===== config.mk =====
export PLATFORM = sky130hd
export DESIGN_NAME = updown_counter_mod
export DESIGN_NICKNAME = d
export VERILOG_FILES = /design/src/rtl/updown_counter_mod.sv
export SDC_FILE = /design/constraint.sdc
export NUM_CORES = 1
export LEC_CHECK = 0
export CORE_MARGIN = 3
export CORE_UTILIZATION = 47
export DETAILED_ROUTE_END_ITERATION = 10
export MAX_ROUTING_LAYER = met4
export PLACE_DENSITY = 0.77
export SLEW_MARGIN = 30
export SYNTH_ARGS = -nofsm -noshare
export SYNTH_HDL_FRONTEND = slang
export SYNTH_SLANG_ARGS = --single-unit

===== constraint.sdc =====
create_clock -name clk -period 2.5 [get_ports clk]
set_clock_uncertainty 0.1 [all_clocks]
set_input_delay 0.375 -clock clk [delete_from_list [all_inputs] [get_ports clk]]
set_output_delay 0.375 -clock clk [all_outputs]
set_load 0.01 [all_outputs]

===== src/rtl/updown_counter_mod.sv =====
// updown_counter_mod: parametrised up/down binary counter with modulus, wrap or
// saturate behaviour at the range limits, terminal count, boundary pulse and
// sticky overflow/underflow flags.
//
// Parameters:
//   WIDTH    - counter and load-data width in bits (2..32)
//   MODULUS  - count range is 0..MODULUS-1 (2..2**WIDTH)
//   SATURATE - 0: wrap at the limits, 1: hold at the limits
//
// Ports:
//   clk     - rising-edge clock
//   reset   - asynchronous active-low reset
//   clear   - synchronous clear of count and flags (highest priority)
//   load    - synchronous parallel load of in (clamped to MODULUS-1)
//   in      - load data
//   en      - count enable
//   up_down - direction, 0 = up, 1 = down
//   count   - registered counter value
//   tc      - combinational terminal count: next edge is a boundary event
//   wrap    - registered one-cycle pulse following each boundary event
//   ovf     - sticky, an up-count hit the upper limit
//   unf     - sticky, a down-count hit the lower limit
module updown_counter_mod #(
   parameter int unsigned     WIDTH    = 8,
   parameter longint unsigned MODULUS  = 64'd1 << WIDTH,
   parameter bit              SATURATE = 1'b0
) (
   input  logic             clk,
   input  logic             reset,
   input  logic             clear,
   input  logic             load,
   input  logic [WIDTH-1:0] in,
   input  logic             en,
   input  logic             up_down,
   output logic [WIDTH-1:0] count,
   output logic             tc,
   output logic             wrap,
   output logic             ovf,
   output logic             unf
);

   localparam logic [WIDTH-1:0] MaxVal = WIDTH'(MODULUS - 64'd1);

   logic [WIDTH-1:0] r_count;
   logic             r_wrap;
   logic             r_ovf;
   logic             r_unf;

   logic [WIDTH-1:0] w_count_nxt;
   logic             w_at_max;
   logic             w_at_min;
   logic             w_bnd;

   assign w_at_max = (r_count == MaxVal);
   assign w_at_min = (r_count == '0);

   // Boundary event on the coming edge; clear and load suppress counting.
   assign w_bnd = en & ~load & ~clear & (up_down ? w_at_min : w_at_max);

   always_comb begin
      w_count_nxt = r_count;
      if (clear) begin
         w_count_nxt = '0;
      end else if (load) begin
         w_count_nxt = (in > MaxVal) ? MaxVal : in;
      end else if (en) begin
         if (!up_down) begin
            if (w_at_max) w_count_nxt = SATURATE ? MaxVal : '0;
            else          w_count_nxt = r_count + WIDTH'(1);
         end else begin
            if (w_at_min) w_count_nxt = SATURATE ? '0 : MaxVal;
            else          w_count_nxt = r_count - WIDTH'(1);
         end
      end
   end

   always_ff @(posedge clk or negedge reset) begin
      if (!reset) begin
         r_count <= '0;
         r_wrap  <= 1'b0;
         r_ovf   <= 1'b0;
         r_unf   <= 1'b0;
      end else begin
         r_count <= w_count_nxt;
         r_wrap  <= w_bnd;
         r_ovf   <= ~clear & (r_ovf | (w_bnd & ~up_down));
         r_unf   <= ~clear & (r_unf | (w_bnd & up_down));
      end
   end

   assign count = r_count;
   assign tc    = w_bnd;
   assign wrap  = r_wrap;
   assign ovf   = r_ovf;
   assign unf   = r_unf;

endmodule


==> flow_summary.yaml <==
die:
  row_count: 15
  start_util_pct: 52.5
  core_area_mm2: 0.00184
  fp.dieW_um: 51.3
  ioPinCount: 26
  die_h_um: 51.3
  die_area_mm2: 0.00264
cts:
  clkSinkCount: 11
  cts_made_buffers: 3
  cts_tree: "built"
  root_buffer: "clkbuf_4"
  clockBufferDepth: 2
  clk_pin_slew_worst_paths_ps: 90
  clk_latency_ps: 280
  htreeDepth: 1
detailed_routing:
  routed_via_density: 5.78
  via_count: 1081
  dr.pass1.iters: 4
  drc: 0
  antenna_left: 0
  routed_wl_mm: 2.95
  drtIter0Drc: 24
  wl_per_cell_um: 15.8
timing:
  fin_crit_sh_pct: 94.6
  hold_viol: 0
  drv_slew: 0
  rsz0062_at_grt: "no"
  finalSetupTns_ps: 0
  relSlewSlack_pct: 64.5
  clock.fmax_mhz: 423
  setup_viol: 0
  layout_min_cycle_time_ps: 2370
  worst_slew_pin_slew_ps: 531
final_layout:
  areaGrowthSynthToFinish_pct: 45.3
  layout-drive-gt1-share_pct: 25.9
  fill_cells: 158
  utilization_pct: 76.3
  diodes: 0
  seqCellArea_um2: 275
  multi_input_area_um2: 607
  nets: 180
synth:
  syn_area_per_cell_um2: 8.12
  ys_seq_elements: 11
  synth_edf_count: 0
  yosysWarnings: 0
  yosys-top-cells-area: "dfrtp_1, nor2_1, a21oi_1"
  synth_nets: 136
  postSynthCellCount: 119
  yosysSeqAreaShare_pct: 28.5
  netlist.area_leader.share_pct: 28.5
  synth_cell_types: 43
  synth_top_flop_cell: "dfrtp_1"
  yosys.area.top_type: "dfrtp_1"
  async_reset_ff_share_pct: 100
  netlist_area_um2: 966
critical_path:
  path_max_fanout: 4
  worstPathArrival_ps: 1890
  end_kind: "output port"
  worstPathRequired_ps: 2030
  crit_type: "flop to output port"
  start_kind: "flop"
global_routing:
  grt_max_degree: 19
  grt_usage_pct: 24.8
  grt_pass1_wl_mm: 4.75
  grt_antenna_before_repair: 0
  grt_overflow: 0
  grt_pass1_vias: 1031
pwr:
  peakVddDrop_mv: 0.331
  powerDensity_mw_per_mm2: 411
  p_leak_nw: 0.604
hold_path:
  hold_class: "input port to asynchronous set/reset pin"
placed_design:
  gp_congestion: 0.962
  dp.final_hpwl_mm: 2.16
  numPortBuffers: 25
run:
  maxCapViolations: 0
run_status:
  status: "complete, no violations"
[synth_stat cells (2+ instances only)]
library cell	instances
nor2_1	14
dfrtp_1	11
a21oi_1	9
inv_1	8
nand2_1	6
nor3_1	5
buf_4	4
clkbuf_1	4
buf_2	3
ha_1	3
nand3_1	3
nand4_1	3
nor3b_1	3
or2_2	3
xor2_1	3
a211o_1	2
a211oi_1	2
a221oi_1	2
a31oi_1	2
o21ai_0	2
o221ai_1	2
o22ai_1	2
o31ai_1	2
xnor2_1	2
[stage by stage]
step                      hold WS (ps)  cell area, um2  instances  worst slack, ps  total power, W
after floorplan                  -20.6             966        119              233        0.000334
after global placement             377            1360        181            -97.7        0.000431
after detailed placement           392            1360        181            -96.8        0.000437
after CTS                          349            1400        186             8.16        0.000570
after global routing               372            1400        187             32.8        0.000606
final                              335            1400        187              134        0.000578
[worst max-delay path: stages (launching register included)]
cell and delay [ps]:
dfrtp_1 420, inv_1 90, ha_1 160, or3b_2 470
nor2_2 110, nand2_1 70, a21oi_2 130, buf_2 150
[state kept, by name, summed over array words and instances (netlist names)]
| signal | cells |
|---|---|
| count | 8 |
| wrap | 1 |
| ovf | 1 |
| unf | 1 |
[metal layers]
layer / part of all wire, % / GRT usage (%)
met1: 43 / 29.1
met2: 50 / 42.9
met3: 5.2 / 3.50
met5: 0 / -
met4: 1.4 / 9.61
[report_power, final]
part,total (W),switching [W],leakage [nW],internal [W]
Combinational,0.000242,0.000115,0.441,0.000127
Sequential,0.000204,0.0000149,0.146,0.000189
Clock,0.000132,0.0000725,0.0177,0.0000594
[cell type report]
class	count	share of cell area, %
clock buffer	3	1.60
clock inverter	1	0.357
inverter	8	2.14
multi-input combinational	89	43.2
sequential	11	19.6
tap	25	2.23
timing repair buffer	50	30.8
[cells by family (layout without fill, tap and decap cells)]
| logic type | Yosys count | count (layout) | share of synthesized area, % |
|---|---|---|---|
| buf+inv | 19 | 62 | 9.33 |
| mux | 1 | 1 | 1.04 |
| simple gates | 45 | 45 | 26.3 |
| compound gates | 35 | 35 | 26.4 |
| xor+xnor | 5 | 5 | 4.53 |
| flops | 11 | 11 | 28.5 |
| fa+ha+maj | 3 | 3 | 3.89 |
[path summary, 6_finish.rpt]
check / from / endpoint / slack [ps] / cells past startpoint
max reg2reg: count[0] / count[4] / 390 / 7
min in group clk: unf / unf / 410 / 2
min: reset / ovf / 330 / 1
min reg2reg: unf / unf / 410 / 2
max in group asynchronous: reset / count[6] / 1610 / 1
max: count[0] / tc / 130 / 7
[placed cells by master (no fill, tap or decap), types with 2 or more instances in the layout]
master / n
a31oi_1: 2
nor3_1: 5
xor2_1: 3
inv_1: 8
nand3_1: 3
xnor2_1: 2
a21oi_1: 8
buf_4: 25
or2_2: 3
o221ai_1: 2
a221oi_1: 2
dfrtp_1: 11
ha_1: 3
clkdlybuf4s50_1: 24
nand2_1: 6
nor3b_1: 3
a211oi_1: 2
o21ai_0: 2
o22ai_1: 2
a211o_1: 2
clkbuf_4: 3
o31ai_1: 2
nor2_1: 13
nand4_1: 3
[what timing repair did]
item,in CTS,in global routing
resized for setup,3,3
pin swaps,0,0
setup endpoints to repair,1,1
setup buffers,1,1
hold buffers,0,0
(Power assumes the default switching activity.)
